## src/rtl/pulse_stats.sv

```systemverilog
// pulse_stats: windowed mean/min/max of nonzero pulse-duration samples.
// Every 2^LOG2_N accepted samples produce one result, presented through a
// single-entry valid/ready output register. A result completing while the
// previous one is still held is dropped and flagged with a sticky overrun.
module pulse_stats #(
  parameter int WIDTH  = 12,
  parameter int LOG2_N = 3
) (
  input  logic              clk,
  input  logic              reset,
  input  logic              clear,
  input  logic [WIDTH-1:0]  dur_in,
  input  logic              dur_valid,
  input  logic              out_ready,
  output logic              out_valid,
  output logic [WIDTH-1:0]  out_mean,
  output logic [WIDTH-1:0]  out_min,
  output logic [WIDTH-1:0]  out_max,
  output logic              overrun,
  output logic [LOG2_N-1:0] fill
);

  localparam int AW = WIDTH + LOG2_N;

  typedef enum logic {EMPTY = 1'b0, FULL = 1'b1} state_t;

  state_t            state_q, state_d;
  logic [AW-1:0]     acc_q, acc_d;
  logic [LOG2_N-1:0] fill_q, fill_d;
  logic [WIDTH-1:0]  min_q, min_d;
  logic [WIDTH-1:0]  max_q, max_d;
  logic [WIDTH-1:0]  mean_q, rmin_q, rmax_q;
  logic              ovr_q, ovr_d;

  logic              accept, last, complete, load_en, ovr_set;
  logic [AW-1:0]     sum_full;
  logic [WIDTH-1:0]  win_min, win_max;

  // Zero-duration strobes are not pulses; clear swallows any strobe.
  assign accept   = dur_valid && (dur_in != '0) && !clear;
  assign last     = (fill_q == '1);
  assign complete = accept && last;

  // Window statistics including the sample on this edge, so the Nth sample
  // lands in its own result without an extra pipeline stage.
  assign sum_full = acc_q + {{LOG2_N{1'b0}}, dur_in};
  assign win_min  = (dur_in < min_q) ? dur_in : min_q;
  assign win_max  = (dur_in > max_q) ? dur_in : max_q;

  // Window accumulator next state: restart on clear or completion.
  always_comb begin
    acc_d  = acc_q;
    fill_d = fill_q;
    min_d  = min_q;
    max_d  = max_q;
    if (clear || complete) begin
      acc_d  = '0;
      fill_d = '0;
      min_d  = '1;
      max_d  = '0;
    end else if (accept) begin
      acc_d  = sum_full;
      fill_d = fill_q + LOG2_N'(1);
      min_d  = win_min;
      max_d  = win_max;
    end
  end

  // Window accumulator registers.
  always_ff @(posedge clk or posedge reset) begin
    if (reset) begin
      acc_q  <= '0;
      fill_q <= '0;
      min_q  <= '1;
      max_q  <= '0;
    end else begin
      acc_q  <= acc_d;
      fill_q <= fill_d;
      min_q  <= min_d;
      max_q  <= max_d;
    end
  end

  // Output state register.
  always_ff @(posedge clk or posedge reset) begin
    if (reset) state_q <= EMPTY;
    else       state_q <= state_d;
  end

  // Next state: a completion keeps/makes FULL, a bare consume empties it.
  always_comb begin
    state_d = state_q;
    if (clear) begin
      state_d = EMPTY;
    end else begin
      case (state_q)
        EMPTY:   if (complete) state_d = FULL;
        FULL:    if (out_ready && !complete) state_d = EMPTY;
        default: state_d = EMPTY;
      endcase
    end
  end

  // Output decode: load when the slot is free or being freed this edge,
  // otherwise a completing window is dropped and flagged.
  always_comb begin
    out_valid = (state_q == FULL);
    load_en   = complete && ((state_q == EMPTY) || out_ready);
    ovr_set   = complete && (state_q == FULL) && !out_ready;
    ovr_d     = clear ? 1'b0 : (ovr_q || ovr_set);
  end

  // Result registers hold until the next loaded window; clear leaves them.
  always_ff @(posedge clk or posedge reset) begin
    if (reset) begin
      mean_q <= '0;
      rmin_q <= '0;
      rmax_q <= '0;
    end else if (load_en) begin
      mean_q <= sum_full[AW-1:LOG2_N];
      rmin_q <= win_min;
      rmax_q <= win_max;
    end
  end

  // Sticky overrun flag.
  always_ff @(posedge clk or posedge reset) begin
    if (reset) ovr_q <= 1'b0;
    else       ovr_q <= ovr_d;
  end

  assign out_mean = mean_q;
  assign out_min  = rmin_q;
  assign out_max  = rmax_q;
  assign overrun  = ovr_q;
  assign fill     = fill_q;

endmodule

```

## config.mk

```make
export PLATFORM = sky130hd
export DESIGN_NAME = pulse_stats
export DESIGN_NICKNAME = d
export VERILOG_FILES = /design/src/rtl/pulse_stats.sv
export SDC_FILE = /design/constraint.sdc
export NUM_CORES = 1
export LEC_CHECK = 0
export BUFFER_PORTS_ARGS = -buffer_cell sky130_fd_sc_hd__buf_2
export CAP_MARGIN = 10
export CORE_ASPECT_RATIO = 0.7
export CORE_MARGIN = 2
export CORE_UTILIZATION = 35
export CTS_CLUSTER_SIZE = 20
export DETAILED_ROUTE_END_ITERATION = 8
export PLACE_DENSITY = 0.53
export SYNTH_ARGS = -nofsm -noshare
export SYNTH_HDL_FRONTEND = slang
export SYNTH_SLANG_ARGS = --single-unit
```

## constraint.sdc

```tcl
create_clock -name clk -period 4.1 [get_ports clk]
set_input_delay 0.41 -clock clk [delete_from_list [all_inputs] [get_ports clk]]
set_output_delay 0.41 -clock clk [all_outputs]
set_load 0.1 [all_outputs]
```

* Word-level counts from Yosys, hierarchy flattened
Index checks and enable logic that the tools add are counted.
Operators by class: $add $sub $neg 2, multiply operators 0, div/mod/pow operators 0, $lt $le $gt $ge 2, equality and inequality tests 1, shift-type cells 0, muxes and demuxes 15, bitwise operators 1, reductions and logical operators 15
Operators with widths (count):
- 2-to-1 mux 12 bit | 6
- 2-to-1 mux 15 bit | 2
- adder 15 x 12 -> 15 bit | 1
- > comparator 12 bit | 1
- less-than comparator 12 bit | 1
- nonzero test 12 bit | 1
- logical AND 1 bit | 7
- 2-to-1 mux 3 bit | 2
- 2-to-1 mux 1 bit | 4
- adder 3 x 1 -> 3 bit, second input constant | 1
- equality test 3 bit, second input constant | 1
- zero test 1 bit | 3
- logical OR 1 bit | 3
- one-hot mux 1 bit (2 select lines) | 1
- nonzero test 2 bit | 1
- inverter 1 bit | 1
Storage, ports and cells: register bits after elaboration 80, bits in latches 0, memory bits (writable) 0, bits in read-only memories 0, bits of input ports 17, output and inout port bits 41, word-level logic and storage cells 45, memories kept 0

* Depth between registers and ports, before layout
Gate-level depths: netlist of the first run.
word-level depth 9, mapped depth 9, depth with buffers taken out 9

* Worst setup path before layout of the first run
Ideal clock, no wire load.
path kind register -> register, start register fill_q[0] (netlist: fill[0]), end register rmin_q[11] (netlist: out_min[11]), setup time 0.137 ns, arrival 2.422 ns, data required time 3.963 ns, slack 1.541 ns, stages on the path, launching flop included 9, path buffers 1, period minus slack after synthesis 2.559 ns, path through dfrtp_1 -> ha_1 -> ha_1 -> nand4b_1 -> nor2_1 -> clkbuf_1 -> nand3_1 -> o21ai_0 -> a21oi_1
On the way: cells in the longest elaborated chain, start to end 3
RTL lines:
- from (decl) | line 29 | logic [LOG2_N-1:0] fill_q, fill_d;
- from (signal assigned) | line 78 | fill_q <= fill_d;
- equality test 3 bit | line 41 | assign last = (fill_q == '1);
- logical AND 1 bit | line 42 | assign complete = accept && last;
- logical AND 1 bit | line 108 | load_en = complete && ((state_q == EMPTY) || out_ready);
- to (signal assigned) | line 121 | rmin_q <= win_min;
- to (decl) | line 32 | logic [WIDTH-1:0] mean_q, rmin_q, rmax_q;
No other way between the ends. A chain may end at the register's enable or synchronous reset.

* Worst setup path after layout of the first run
start register min_q[1], end register min_q[9]
On the way: cells in the longest elaborated chain, start to end 4
RTL lines:
- from (decl) | line 30 | logic [WIDTH-1:0] min_q, min_d;
- from (signal assigned) | line 79 | min_q <= min_d;
- less-than comparator 12 bit | line 47 | assign win_min = (dur_in < min_q) ? dur_in : min_q;
- 2-to-1 mux 12 bit | line 47
- 2-to-1 mux 12 bit | line 61 | end else if (accept) begin
- 2-to-1 mux 12 bit | line 56 | if (clear || complete) begin
No other way between the ends. The select of a mux whose other input is x is not followed.

==> results.cfg, run 1 <==
[setup_path]
setup.worst_path.end_class = flip-flop
reg2reg_from = min_q[1]$_DFFE_PP1P_
crit_arrival_ns = 3.29
cp-startpoint = min_q[1]$_DFFE_PP1P_
path_class = reg -> reg
critPathLaunchType = flip-flop
required_ns = 4.37
crit_fanout = 14

[placed_design]
place_inst = 671
dp_hpwl_um = 8450
gp_congestion = 0.815
portBuffers = 57

[synthesis]
synth_edf_count = 0
avgSynthCellArea_um2 = 10.0
synth_top_area_frac = 0.365
yosysWarnings = 0
syn-num-nets = 520
synth.distinct_cells = 56
synth_top_cell_by_area = dfrtp_1
ys_top_cells_by_area = dfrtp_1, ha_1, dfstp_2
synth_seq_cells = 80
synthArstFlopShare = 1.00
ys_seq_area_frac = 0.433
syn_area_um2 = 4660
synth_cells = 465
synth-main-ff-cell = dfrtp_1

[sta]
slew_violations = 0
final_hold_viol_count = 0
rsz0062_at_grt = false
worstMarginPinSlew_ns = 1.05
fin_setup_tns_ns = 0
relSlewSlack = 0.298
min_period_over_period = 0.737
period_needed_ns = 3.02
fin_skew_ns = 0.00671
fmax_mhz = 331
final-setup-viol-count = 0

[worst_hold_path]
hold_class = in -> async

[final_layout]
synthToLayoutAreaGrowth_pct = 16.4
drive_gt1_frac = 0.245
fin_nets = 572
final_cell_count_no_fill = 688
n_antenna_cell = 0
nFillCells = 1307

[routing]
first_pass_iters = 4
ant_nets = 0
drc = 0
routed_via_density = 5.36
avgRoutedWirePerCell_um = 17.6
finalWirelength_um = 12100
drtIter0Drc = 215
vias = 3686

[power_and_ir_drop]
p_per_area_nw_per_um2 = 405
power_leakage_nw = 2.68
ir_drop_mv = 0.218

[global_route]
grt_usage = 0.181
first_global_vias = 3652
grt_pass1_wl_um = 19900
gr-total-overflow = 0
antenna_found_initial = 0
met3_usage = 0.0423
grt.busiest_layer = met2
use_met2 = 0.271
grt_use_met1 = 0.265
grt_max_degree = 56

[floorplanning]
die-area_um2 = 14300
core_area_um2 = 13100
fp-row-count = 35
die_h_um = 101
initial_core_util = 0.356
ios = 58
die_w_um = 142

[cts]
cts_buffers = 9
post_cts_resized = 0
cts.sinks = 80
htreeDepth = 3
cts_setup_buffers = 0
ctsHoldBuffers = 0
cts_tree = done
root_buffer = clkbuf_16
clock_tree.buffer_depth = 2
cts.clk_slew.worst_paths_ns = 0.06
insertion_delay_ns = 0.34

[flow_run]
cap_viol_max_count = 0

[outcome]
outcome = finished, final reports clean
## through the flow
stage	hold WS [ns]	instance area (µm²)	util	setup WS, ns	total power, mW
after global placement	0.455	5100	0.389	0.925	1.31
after global routing	0.340	5420	0.414	0.912	2.31
after CTS	0.307	5420	0.414	1.02	2.22
after detailed placement	0.457	5100	0.389	0.832	1.32
after floorplan	0.454	4660	-	1.54	1.21
final	0.255	5420	0.414	1.08	2.20
## cell usage after synthesis (2+ instances only)
| master | number |
|---|---|
| a31oi_1 | 3 |
| o22ai_1 | 5 |
| or2_2 | 2 |
| dfstp_2 | 12 |
| nor3b_1 | 2 |
| dfrtp_1 | 68 |
| nor2b_1 | 5 |
| inv_1 | 32 |
| nand4_1 | 6 |
| nand2b_1 | 4 |
| mux2_2 | 15 |
| nor4_1 | 3 |
| a21oi_1 | 29 |
| o32a_2 | 10 |
| o32a_1 | 2 |
| a21o_1 | 3 |
| buf_6 | 2 |
| a211oi_1 | 4 |
| ha_1 | 37 |
| a22o_1 | 22 |
| nand2_1 | 35 |
| and2_1 | 3 |
| clkbuf_1 | 13 |
| o21a_1 | 3 |
| nand3_1 | 21 |
| or3_1 | 3 |
| xnor2_1 | 6 |
| o31a_1 | 2 |
| nor3_1 | 3 |
| nor2_1 | 26 |
| buf_2 | 7 |
| o21ai_0 | 36 |
| mux2i_1 | 15 |
| xor2_1 | 3 |
| a22oi_1 | 2 |
## layout make-up
| type | count | area, µm² | share of cell area |
|---|---|---|---|
| Timing Repair Buffer | 64 | 335 | 0.0618 |
| Multi-Input combinational cell | 330 | 2420 | 0.446 |
| Sequential cell | 80 | 2020 | 0.372 |
| Tap cell | 166 | 208 | 0.0383 |
| Clock buffer | 11 | 243 | 0.0448 |
| Inverter | 32 | 121 | 0.0224 |
| Clock inverter | 5 | 80.1 | 0.0148 |
## final timing paths
| kind | endpoint | depth (start not counted) | slack (ns) |
|---|---|---|---|
| max reg2reg | min_q[9]$_DFFE_PP1P_ | 7 | 1.08 |
| max in group asynchronous | out_min[6]$_DFFE_PP0P_ | 3 | 2.97 |
| min reg2reg | out_max[8]$_DFFE_PP0P_ | 2 | 0.47 |
| min | fill[0]$_DFFE_PP0P_ | 2 | 0.26 |
| min in group clk | overrun$_DFF_PP0_ | 2 | 0.33 |
| max | min_q[9]$_DFFE_PP1P_ | 7 | 1.08 |
## power breakdown
| part | total (mW) | internal, mW | leakage [nW] | switching [mW] |
|---|---|---|---|---|
| Clock | 0.885 | 0.549 | 0.152 | 0.336 |
| Sequential | 0.868 | 0.836 | 1.06 | 0.0320 |
| Combinational | 0.444 | 0.173 | 1.47 | 0.271 |
## critical path, stage by stage, from the launching register on
cell and delay [ns]:
dfstp_2 0.53, inv_1 0.06, ha_1 0.28, a2111oi_2 0.34, nor4_2 0.09, o31ai_4 0.75
nand2_1 0.55, o32a_2 0.34
## layer usage
metal / part of all wire / routed length, µm
met5: 0 / 0
met4: 0.013 / 155
met3: 0.044 / 538
met2: 0.42 / 5040
met1: 0.53 / 6370
## cell families (layout without fill, tap and decap cells)
logic type      Yosys count  in the layout  share of synthesized area
compound gates          134            134                      0.202
simple gates            119            119                      0.127
flops                    80             80                      0.433
buf+inv                  55            112                     0.0494
fa+ha+maj                38             38                      0.104
mux                      30             30                     0.0685
xor+xnor                  9              9                     0.0169
## cell usage in the layout (no fill, tap or decap), types with 3 or more instances in the layout
master      n
mux2_2     15
o21a_1      3
a21o_1      3
inv_1      31
a31oi_1     3
nor2_1     25
o21ai_0    36
xnor2_1     6
nand3_1    21
a22o_1     22
mux2i_1    15
ha_1       37
and2_1      3
o22ai_1     5
or3_1       3
nand2_1    35
nand4_1     6
buf_2      58
nor2b_1     5
a21oi_1    29
nand2b_1    4
dfstp_2    12
a211oi_1    4
clkbuf_16   9
o32a_2     10
dfrtp_1    68
buf_4       6
nor4_1      3
xor2_1      3
## state kept, by name, summed over array words and instances (netlist names), 3 cells and up
signal and flops:
min_q 12, out_mean 12, fill 3, max_q 12, out_max 12, out_min 12, acc_q 15
(Power assumes the default switching activity.)
==> run 2, diff against run 1 <==
Clock period 4.1 ns to 3.2 ns, I/O delays scaled along.
==> results.cfg, run 2 (synthesis results as in run 1) <==
[outcome]
outcome = finished, final reports clean

[power_and_ir_drop]
ir_drop_mv = 0.243
seqPwrFrac = 0.404
clkPwrFrac = 0.386
p_per_area_nw_per_um2 = 502
power.internal_mw = 1.95
power_leakage_nw = 2.71
switching_power_uw = 802
switching_share = 0.292
combPwrFrac = 0.209

[cts]
cts_buffers = 9
cts.clk_slew.worst_paths_ns = 0.06
insertion_delay_ns = 0.34
post_cts_resized = 0
clock_tree.buffer_depth = 2
cts.sinks = 80
cts_tree = done
htreeDepth = 3
root_buffer = clkbuf_16
cts_setup_buffers = 0

[setup_path]
required_ns = 3.48
crit_arrival_ns = 2.92
setup.worst_path.end_class = flip-flop
cp_num_buf_inv = 2
slowest_stage = o21ai_0
crit_fanout = 7
path_cells = inv_1 -> ha_1 -> a21o_1 -> nand3_1 -> a21oi_1 -> o41a_1 -> o21ai_0 -> buf_4 -> a22o_1
path_class = reg -> reg
crit_family = compound AO/OA/AOI/OAI gates
critPathMaxStageDelay_ns = 0.70
critPathLaunchType = flip-flop

[floorplanning]
core_area_um2 = 13100
ios = 58
die_h_um = 101
die-area_um2 = 14300
initial_core_util = 0.356
fp-row-count = 35
die_w_um = 142

[final_layout]
nFillCells = 1298
seq_area_um2 = 2020
mostFrequentLayoutCell = dfrtp_1
synthToLayoutAreaGrowth_pct = 17.4
largest_reg_flops = 15
n_antenna_cell = 0
drive_gt1_frac = 0.253
largest_register = acc_q
layout_common_cells = dfrtp_1, buf_2, ha_1
fin_nets = 580
post-route-util = 0.418
multi_input_area_um2 = 2420

[routing]
drc = 0
avgRoutedWirePerCell_um = 17.4
ant_nets = 0
route.met3.wl_um = 515
drtIter0Drc = 248
dr.max_layer_used = met4
met2_length_um = 5090
first_pass_iters = 4
drt-met1-wl_um = 6490
finalWirelength_um = 12100
vias = 3665
routed_via_density = 5.27

[placed_design]
portBuffers = 57
gp_congestion = 0.844
dpl_worst_slack_ns = 0.441
dp_hpwl_um = 8620

[global_route]
first_global_vias = 3628
grt_pass1_wl_um = 19700
antenna_found_initial = 0
gr-total-overflow = 0
grt_usage = 0.182
grt_max_degree = 31

[sta]
period_needed_ns = 2.65
rsz0062_at_grt = false
fin_setup_tns_ns = 0
relSlewSlack = 0.408
final-setup-viol-count = 0
fin_skew_ns = 0.00527
slew_violations = 0
fmax_mhz = 378
fin_ws_ns = 0.554
worstMarginPinSlew_ns = 0.879
min_period_over_period = 0.827
final_hold_viol_count = 0

[worst_hold_path]
hold_class = in -> reg

[flow_run]
cap_viol_max_count = 0
==> run 2: worst register-to-register path: cells and delay by family (launching register included) <==
family          cells  cell delay [ns]
compound gates      5             1.51
fa+ha+maj           1             0.29
buf+inv             2             0.33
flops               1             0.38
simple gates        1             0.08
==> run 2: timing repair <==
action                     CTS  global route
hold buffers                 1             0
hold endpoints to repair    21             0
setup endpoints to repair    0             0
==> run 2: layout make-up <==
cell class | instances | area share
sequential | 80 | 0.369
clock buffer | 13 | 0.0476
clock inverter | 3 | 0.00778
inverter | 32 | 0.0222
timing repair buffer | 72 | 0.0732
tap | 166 | 0.0380
multi-input combinational | 330 | 0.442
==> run 2: power groups by stage <==
stage	Sequential (mW)	Clock, mW	Combinational, mW
floorplan	1.15	0	0.400
global placement	1.13	0	0.561
detailed placement	1.13	0	0.573
CTS	1.11	1.10	0.577
global route	1.12	1.14	0.644
finish	1.11	1.06	0.575
==> run 2: path summary, 6_finish.rpt <==
kind,startpoint,end,slack (ns),depth (start not counted)
setup reg to reg,max_q[5]$_DFFE_PP0P_,max_q[10]$_DFFE_PP0P_,0.55,9
hold / removal,clear,overrun$_DFF_PP0_,0.23,2
setup / recovery,max_q[5]$_DFFE_PP0P_,max_q[10]$_DFFE_PP0P_,0.55,9
min in group asynchronous,reset,acc_q[14]$_DFFE_PP0P_,0.52,3
hold reg to reg,out_max[8]$_DFFE_PP0P_,out_max[8]$_DFFE_PP0P_,0.47,2
max in group asynchronous,reset,min_q[2]$_DFFE_PP1P_,1.89,4
==> run 2: metal layers <==
metal / GRT usage / vias up
met5: 0 / -
met2: 0.273 / 72
met1: 0.268 / 1763
met3: 0.0404 / 2
met4: 0.0423 / 0
li1: - / 1828
==> run 2: stage by stage <==
step                hold WS, ns  total power, mW  instances  cell area [µm²]
global route              0.249             2.90        696             5470
finish                    0.234             2.75        696             5470
detailed placement        0.334             1.70        679             5160
floorplan                 0.428             1.55        465             4660
CTS                       0.218             2.79        696             5470
global placement          0.330             1.69        679             5160
==> run 3, diff against run 2 <==
Settings changed: PLACE_DENSITY 0.53 to 0.55.
Clock period 3.2 ns to 2.4 ns, I/O delays scaled along.
==> results.cfg, run 3 (synthesis results as in run 1) <==
[sta]
final_hold_viol_count = 0
fmax_mhz = 432
period_needed_ns = 2.31
holdWs_ns = 0.0107
final-setup-viol-count = 0
slew_violations = 0
relSlewSlack = 0.458
min_period_over_period = 0.964
fin_skew_ns = 0.00559
worstMarginPinSlew_ns = 0.811

[routing]
finalWirelength_um = 12100
ant_nets = 0
routed_via_density = 5.32
vias = 3767
first_pass_iters = 4
drtIter0Drc = 163
avgRoutedWirePerCell_um = 17.0
drc = 0

[setup_path]
setup.worst_path.end_class = flip-flop
rr_endpoint = out_min[1]$_DFFE_PP0P_
r2r_setup_slack_ns = 0.09
path_class = reg -> reg
reg2reg_from = min_q[1]$_DFFE_PP1P_
crit_fanout = 8
ff2ff_path_depth = 8
crit_arrival_ns = 2.58
critPathLaunchType = flip-flop
slowest_stage = dfstp_2
critPathMaxStageDelay_ns = 0.53
required_ns = 2.67
path_cells = inv_1 -> ha_4 -> a2111oi_4 -> nor4_4 -> o31ai_4 -> buf_6 -> mux2_2 -> a21oi_2

[cts]
cts.sinks = 80
cts_buffers = 9
root_buffer = clkbuf_16
cts.clk_slew.worst_paths_ns = 0.06
htreeDepth = 3
clock_tree.buffer_depth = 2
insertion_delay_ns = 0.34
cts_tree = done

[floorplanning]
initial_core_util = 0.356
die-area_um2 = 14300
die_h_um = 101
fp-row-count = 35
core_area_um2 = 13100
die_w_um = 142
ios = 58

[power_and_ir_drop]
power_leakage_nw = 2.78
ir_drop_mv = 0.334
power_mw = 3.68
p_per_area_nw_per_um2 = 650

[global_route]
first_global_vias = 3677
gr-total-overflow = 0
antenna_found_initial = 0
grt_usage = 0.177
grt_pass1_wl_um = 19300
grt_max_degree = 81

[placed_design]
dp_hpwl_um = 8610
place_inst = 690
gp_congestion = 0.821
dpl_cell_area_um2 = 5270
portBuffers = 57

[final_layout]
mostFrequentLayoutCell = dfrtp_1
layout_common_cells = dfrtp_1, buf_2, o21ai_0, ha_1, nand2_1
synthToLayoutAreaGrowth_pct = 21.6
fin_area_um2 = 5660
largest_reg_flops = 15
post-route-util = 0.433
final_cell_count_no_fill = 708
largest_register = acc_q
fin_nets = 592
drive_gt1_frac = 0.292
n_antenna_cell = 0

[outcome]
outcome = finished, final reports clean

[flow_run]
cap_viol_max_count = 0

[worst_hold_path]
hold_class = in -> async
## run 3: cell types whose count changed in the layout (fill, tap and decap cells not counted), sizes merged
cell         previous run  this run
dlygate4sd3             1         0
clkinvlp                1         3
clkbuf                 13        10
clkinv                  2         4
buf                    71        83
## run 3: report_power, final
part           internal [mW]  switching (mW)
clock                  0.806           0.585
sequential              1.43          0.0521
combinational          0.337           0.473
## run 3: worst max-delay path: cells and delay by family, from the launching register on
kind | cells | cell delay (ns)
fa+ha+maj | 1 | 0.23
compound gates | 3 | 0.78
flops | 1 | 0.53
mux | 1 | 0.35
buf+inv | 2 | 0.27
simple gates | 1 | 0.10
## run 3: stage by stage
step           setup TNS [ns]  setup WS, ns
2_1_floorplan               0        0.0992
3_3_place_gp                0        0.0726
3_5_place_dp                0        0.0217
4_1_cts                     0        0.0108
5_1_grt               -0.0678       -0.0203
6_report                    0        0.0867
## run 3: per-layer routing
metal,up-vias,GRT usage,share of wire
li1,1851,-,-
met5,-,0,0
met2,72,0.273,0.43
met3,16,0.0432,0.053
met4,0,0.0500,0.013
met1,1828,0.250,0.50
## run 3: repair_timing
action,in CTS,in global routing
setup buffers,0,1
setup endpoints to repair,0,32
hold buffers,0,0
hold endpoints to repair,0,0
gates resized for setup,0,14
## run 3: worst max path at each step
stage	to	slack, ns	startpoint
6_report	out_min[1]$_DFFE_PP0P_	0.09	min_q[1]$_DFFE_PP1P_
4_1_cts	out_min[1]$_DFFE_PP0P_	0.01	min_q[1]$_DFFE_PP1P_
3_5_place_dp	out_min[3]$_DFFE_PP0P_	0.02	min_q[1]$_DFFE_PP1P_
5_1_grt	out_min[2]$_DFFE_PP0P_	-0.02	min_q[1]$_DFFE_PP1P_
3_3_place_gp	out_min[1]$_DFFE_PP0P_	0.07	min_q[1]$_DFFE_PP1P_
2_1_floorplan	min_q[0]$_DFFE_PP1P_	0.1	fill[0]$_DFFE_PP0P_
## run 3: cell type report
cell class,count,area (µm²)
clock buffers,9,225
clock inverters,7,72.6
fillers,1272,7430
inverters,32,124
multi-input cells,330,2480
flip-flops and latches,80,2020
well taps,166,208
repair buffers,84,533
